## src/rtl/pht_predictor.sv

```systemverilog
// Pattern history table of 2-bit saturating counters with a two-stage update path and statistics.
// Optional macro PHT_BYPASS_EN forwards the in-flight write to a same-index lookup.
`timescale 1ns/1ps
module pht_predictor #(
  parameter logic [1:0] INIT_STATE = 2'b01,
  parameter int         CNT_W      = 16
) (
  input  logic             clk,
  input  logic             rst,
  input  logic [3:0]       lookup_index,
  output logic             predict_taken,
  output logic [1:0]       predict_state,
  input  logic             upd_valid,
  input  logic [3:0]       upd_index,
  input  logic             upd_taken,
  input  logic             upd_predicted,
  output logic             mispredict,
  output logic [CNT_W-1:0] branch_count,
  output logic [CNT_W-1:0] mispred_count
);

  // upd_valid is a one-cycle qualifier with no back-pressure: every cycle it is
  // high carries exactly one resolved branch, and the predictor always accepts it.

  logic [1:0]       pht_q [16];
  logic             pend_valid_q;
  logic [3:0]       pend_index_q;
  logic             pend_taken_q;
  logic             mispredict_q;
  logic [CNT_W-1:0] branch_count_q;
  logic [CNT_W-1:0] mispred_count_q;

  logic [1:0]       wr_old;
  logic [1:0]       wr_new;
  logic [1:0]       lookup_raw;
  logic             upd_mispred;

  // Stage-2 write value is derived from the live array entry, so consecutive
  // updates to one index chain through the array without forwarding.
  always_comb begin
    wr_old = pht_q[pend_index_q];
    wr_new = wr_old;
    if (pend_taken_q) begin
      if (wr_old != 2'b11) wr_new = wr_old + 2'd1;
    end else begin
      if (wr_old != 2'b00) wr_new = wr_old - 2'd1;
    end
  end

  always_comb begin
    lookup_raw    = pht_q[lookup_index];
`ifdef PHT_BYPASS_EN
    predict_state = (pend_valid_q && (lookup_index == pend_index_q)) ? wr_new : lookup_raw;
`else
    predict_state = lookup_raw;
`endif
    predict_taken = predict_state[1];
  end

  assign upd_mispred = upd_valid && (upd_taken != upd_predicted);

  always_ff @(posedge clk or posedge rst) begin
    if (rst) begin
      for (int i = 0; i < 16; i++) pht_q[i] <= INIT_STATE;
      pend_valid_q    <= 1'b0;
      pend_index_q    <= 4'd0;
      pend_taken_q    <= 1'b0;
      mispredict_q    <= 1'b0;
      branch_count_q  <= '0;
      mispred_count_q <= '0;
    end else begin
      if (pend_valid_q) pht_q[pend_index_q] <= wr_new;
      pend_valid_q <= upd_valid;
      if (upd_valid) begin
        pend_index_q <= upd_index;
        pend_taken_q <= upd_taken;
      end
      mispredict_q <= upd_mispred;
      // Statistics stick at all-ones instead of wrapping.
      if (upd_valid && (branch_count_q != '1))
        branch_count_q <= branch_count_q + CNT_W'(1);
      if (upd_mispred && (mispred_count_q != '1))
        mispred_count_q <= mispred_count_q + CNT_W'(1);
    end
  end

  assign mispredict    = mispredict_q;
  assign branch_count  = branch_count_q;
  assign mispred_count = mispred_count_q;

endmodule

```

## config.mk

```make
export PLATFORM = sky130hd
export DESIGN_NAME = pht_predictor
export DESIGN_NICKNAME = d
export VERILOG_FILES = /design/src/rtl/pht_predictor.sv
export SDC_FILE = /design/constraint.sdc
export NUM_CORES = 1
export LEC_CHECK = 0
export CORE_ASPECT_RATIO = 2
export CORE_MARGIN = 8
export CORE_UTILIZATION = 28
export DETAILED_ROUTE_END_ITERATION = 12
export GPL_ROUTABILITY_DRIVEN = 0
export PLACE_DENSITY_LB_ADDON = 0.15
export SLEW_MARGIN = 20
export SYNTH_ARGS = -nofsm -noshare
export SYNTH_HDL_FRONTEND = slang
export SYNTH_SLANG_ARGS = --single-unit
```

## constraint.sdc

```tcl
create_clock -name clk -period 2.2 [get_ports clk]
set_input_delay 0.22 -clock clk [delete_from_list [all_inputs] [get_ports clk]]
set_output_delay 0.22 -clock clk [all_outputs]
set_load 0.01 [all_outputs]
```

* Word level (Yosys, flattened, before mapping)
Cells that the tools add are included.
** Operators by class
- Add/sub/neg operators :: 4
- Multiply operators :: 0
- Divide/modulo/power cells :: 0
- Magnitude comparators :: 3
- Equality and inequality tests :: 4
- Shift operators :: 0
- Multiplexer cells :: 12
- Bitwise operators :: 2
- Reductions and logical operators :: 5
** Operator list (count)
- 16-bit by 1-bit adder with 16-bit output (second input constant) :: 2
- 32-bit bitwise mux :: 1
- 16-bit != test (second input constant) :: 2
- 2-bit binary-select mux with 4-bit select :: 2
- 2-bit two-way mux :: 8
- 5-bit >= comparator (second input constant) :: 2
- 4-bit inverter with 5-bit output :: 2
- 2-bit demux with 4-bit select :: 1
- 5-bit by 1-bit < comparator with 1-bit output (second input constant) :: 1
- 1-bit logical AND :: 4
- 2-bit by 1-bit adder with 2-bit output (second input constant) :: 1
- 2-bit != test (second input constant) :: 1
- 2-bit nonzero test :: 1
- 2-bit by 1-bit subtractor with 2-bit output (second input constant) :: 1
- 1-bit != test :: 1
** Word-level totals
- Flip-flop bits (word level) :: 71
- Latch bits :: 0
- Bits in writable memories :: 0
- Memory bits (read-only) :: 0
- Input port bits :: 13
- Output and inout port bits :: 36
- Word-level logic and storage cells :: 52
- Memories :: 0

* Depth between registers and ports, before layout
- Word-level depth :: 8
- Depth in mapped cells :: 7
- Gate-level depth less buffers :: 6

* Least setup slack after synthesis
No wires, ideal clock.
- Kind :: input port to output port
- Start :: input lookup_index[0]
- End :: output predict_state[1]
- Arrival time :: 1.875 ns
- Data required time :: 1.980 ns
- Slack :: 0.105 ns
- Cell stages on the path :: 4
- Buffers on the path :: 2
- Cells stage by stage :: clkbuf_1 > mux4_2 > mux4_2 > buf_4
** Between the ends
- Word-level cells in the longest chain between the ends :: 4
** RTL lines
- start: declaration :: line 10 : input logic [3:0] lookup_index,
- 4-bit inverter with 5-bit output (not written as such) :: line 51 : lookup_raw = pht_q[lookup_index];
- 2-bit binary-select mux with 4-bit select :: line 51
- 2-bit two-way mux (not written as such) (2 in series) :: line 51
- end: declaration :: line 12 : output logic [1:0] predict_state,
No other way between the ends. The select of a mux whose other input is x is not followed.

* Worst setup path in the final report
- Start :: register pht_q[23] (netlist bit)
- End :: output predict_state[1]
** Between the ends
- Word-level cells in the longest chain between the ends :: 3
** RTL lines
- start: declaration :: line 25 : logic [1:0] pht_q [16];
- start signal: indexed assignment :: line 72 : if (pend_valid_q) pht_q[pend_index_q] <= wr_new;
- 2-bit binary-select mux with 4-bit select :: line 51
- 2-bit two-way mux (not written as such) (2 in series) :: line 51
No other way between the ends. The select of a mux whose other input is x is not followed.

==> impl.org <==
** Global routing
- The number of global-route vias before repair was 2,817.
- Global-route wire length before repair :: 15,900 um
- For this run, the total global-route usage over all layers was measured as 0.129.
- Pin count of the biggest net entering global routing :: 72
- The initial antenna violation count was 0.
- Total grt overflow :: 0

** Die
- The initialized floorplan defines 58 standard-cell rows.
- The initial utilization of the core area, before any placement, comes to 0.285.
- The core region is 12,600 sq um.
- DIE HEIGHT :: 176 um
- Number of top-level design ports :: 49
- In this run the horizontal extent of the chip is 95.9 um.
- Die outline area :: 16,900 sq um

** Pwr
- VDD sags by at most 0.487 mV.
- Combinational power share :: 0.301
- In this run the power spent charging and discharging nets is 1.71 mW.
- Internal power consumption :: 3.88 mW
- Power density relative to cell area :: 1170 nW/um^2
- Of the total power, the share spent switching nets is 0.305.
- Share of total power in the clock network :: 0.297
- Leakage power summed over all cells :: 1.95 nW
- The share of total power dissipated in sequential elements is 0.402.

** Route
- Once detail routing completed, the nets flagged for antenna violations numbered 0.
- After the first detailed-routing iteration, the DRC count stood at 72.
- After detailed routing, the number of remaining DRC violations is 0.
- Detailed-route wire length :: 10,100 um
- The pre-antenna-repair detailed-routing pass consisted of 4 iterations.
- Total number of vias :: 2,529
- After detailed routing, the average wire length per cell comes to 19.8 um.
- In the routed layout, each cell is associated on average with a via count of 4.97.

** Yosys
- Yosys top cell area share :: 0.385
- Number of flops mapped to enable cells by yosys :: 0
- YS warnings :: 0
- For this run, the register share of the synthesized area comes to 0.503.
- Mean instance size in the synthesized netlist :: 12.8 sq um
- Net count after synthesis :: 294
- Post-synthesis sequential element count :: 71
- Unique masters post-synth :: 39
- dfrtp_1 takes more of the synthesized area than any other cell.
- Number of cells produced by synthesis :: 279
- Cells taking the most area after synthesis :: dfrtp_1 (39%), dfstp_2 (12%), mux4_2 (11%)
- Leading register cell type out of synthesis :: dfrtp_1
- After synthesis, the share of flip-flops with an asynchronous set or reset is 1.00.
- The synthesized netlist occupies a cell area of 3570 sq um.

** Flow run
- Across the run, the number of max-cap violations was 0.

** STA
- Post-route clock skew :: 0.00552 ns
- Max-slew violation total from the final report :: 0
- Setup violations, final :: 0
- Tightest Pin Transition :: 0.504 ns
- Normalized max-slew margin :: 0.664
- Max Fclk :: 0.476 GHz
- Across all hold checks on the routed design, the worst slack comes to 0.302 ns.
- Final period utilization :: 0.954
- The hold violation count in the final report came to 0.
- After layout, the minimum clock period comes to 2.10 ns.

** Clock network
- At the later pin of the worst-skew pair, clock insertion delay measures 0.33 ns.
- The H-tree was split into 3 levels.
- Maximum root-to-sink buffer count :: 2
- After clock tree synthesis, the clock-pin slew on the worst setup and hold paths is 0.06 ns.
- Number of buffers added by the clock tree synthesis step :: 9
- Clock tree from TritonCTS :: built
- Post-CTS Setup Repair Bufs :: 0
- Total clock sinks :: 71
- In this run the clock root is driven by a clkbuf_16.
- The number of hold buffers added after CTS was 0.

** Worst setup path
- Critical Path Sink Type :: output pin
- Required time of the critical path :: 1.98 ns
- Maximum single-stage delay on the critical path :: 0.48 ns
- The number of buffers and inverters on the critical path is 1.
- CP max-delay cell :: mux4_2
- Worst Path Arrival :: 1.88 ns
- By instance count, the cell type seen most on the critical path is mux4_2.
- Kind of cell adding the most delay to the critical path :: multiplexers
- Cell-by-cell listing of the critical path :: mux4_2 -> mux4_2 -> buf_2
- Startpoint types :: register
- Max FO, Critical Path :: 3
- The worst setup path is of the register to output pin kind.

** Cells and area
- In the final design database the tool counted 369 nets.
- The repair_antennas step left the layout with diodes totalling 0.
- Fraction of layout instances using a drive strength above 1 :: 0.343
- From synthesis to final layout, the design area changed by 33.3%.
- Count of placed standard cells in the final layout, fillers left out :: 509
- Layout Cell Area excl Fill :: 4760 sq um

** Place
- Counting tap cells, the placed design contains a total of 493 instances.
- Total cell area at the placement stage :: 4420 sq um
- Input and output buffers added on the ports amount to 48.
- The wire-length estimate of the detail-placed layout is 7850 um.

** Outcome
- Run status :: finished clean

** Hold path
- The tightest min-delay check is of the input pin to asynchronous set/reset pin type.
-- metal layers --
layer	track usage	vias up	part of all wire
met5	0	-	0
met3	0.0304	26	0.042
met1	0.116	1264	0.32
met4	0.0852	0	0.054
li1	-	1161	-
met2	0.240	78	0.58
-- power groups by stage --
stage	Sequential (mW)	Combinational, mW	Clock, mW
after CTS	2.25	1.69	1.71
after detailed placement	2.26	1.70	0
after floorplan	2.10	0.957	0
final	2.24	1.68	1.66
after global routing	2.30	1.82	1.76
after global placement	2.27	1.67	0
-- state kept, by name, indices dropped and copies added, names as in the netlist --
| register | flops |
|---|---|
| pend_taken_q | 1 |
| pend_index_q | 4 |
| pht_q | 32 |
| mispred_count | 16 |
| pend_valid_q | 1 |
| mispredict | 1 |
| branch_count | 16 |
-- through the flow --
stage / total power, mW / util / setup WS, ns / TNS [ns]
final: 5.58 / 0.380 / 0.100 / 0
after floorplan: 3.06 / - / 0.105 / 0
after global placement: 3.95 / 0.352 / -0.365 / -1.08
after detailed placement: 3.97 / 0.352 / -0.406 / -1.19
after global routing: 5.88 / 0.380 / -0.0199 / -0.0993
after CTS: 5.65 / 0.378 / 0.0730 / 0
-- cells in the final DEF (no fill, tap or decap), drive strengths merged, types with 2 or more instances in the layout --
cell,n
dfrtp,55
clkdlybuf4s50,44
mux2,35
buf,29
nand2,27
xnor2,22
nor2,19
mux4,18
dfstp,16
nand3,15
clkbuf,11
nand4,7
xor2,7
o31ai,6
and3,5
nand2b,5
and4,4
or3,4
a21oi,4
nor3,3
bufinv,3
o21a,2
mux2i,2
nand3b,2
ha,2
inv,2
-- synthesized netlist by cell type, types with 6 or more instances --
cell	instances
xnor2_1	22
mux2_2	34
nand3_1	15
xor2_1	7
o31ai_1	6
nand2_1	27
dfrtp_1	55
mux4_2	18
nand4_1	7
dfstp_2	16
nor2_1	16
-- worst min-delay path, delay by kind of cell --
kind / cells / cell delay (ns)
buffers and inverters: 3 / 0.82
-- path summary, 6_finish.rpt --
check                                  start                end  slack, ns  cells after the start
min in group clk           mispred_count[15]  mispred_count[15]       0.51                      1
max reg2reg                  pend_index_q[1]          pht_q[26]       0.12                      8
min reg2reg                mispred_count[15]  mispred_count[15]       0.51                      1
min                                      rst    branch_count[6]       0.30                      3
max                                pht_q[23]   predict_state[1]       0.10                      3
max in group asynchronous                rst          pht_q[20]       1.57                      3
-- kinds of logic after synthesis --
kind of cell,count (synthesis),share of synthesized area
fa+ha+maj,2,0.00700
simple gates,95,0.137
flops,71,0.503
compound gates,15,0.0357
mux,55,0.230
buf+inv,12,0.0165
xor+xnor,29,0.0711
-- timing repair --
item,4_1_cts,5_1_grt
resized for setup,13,4
pin swaps,0,0
endpoints found under the setup margin,3,10
-- layout make-up --
cell class	count	area, sq um
Fill cell	1217	7790
Sequential cell	71	1800
Multi-Input combinational cell	196	1740
Timing Repair Buffer	74	697
Clock buffer	11	233
Tap cell	150	188
Clock inverter	5	106
Inverter	2	7.51
No activity file was read; power rests on OpenSTA's default activity.
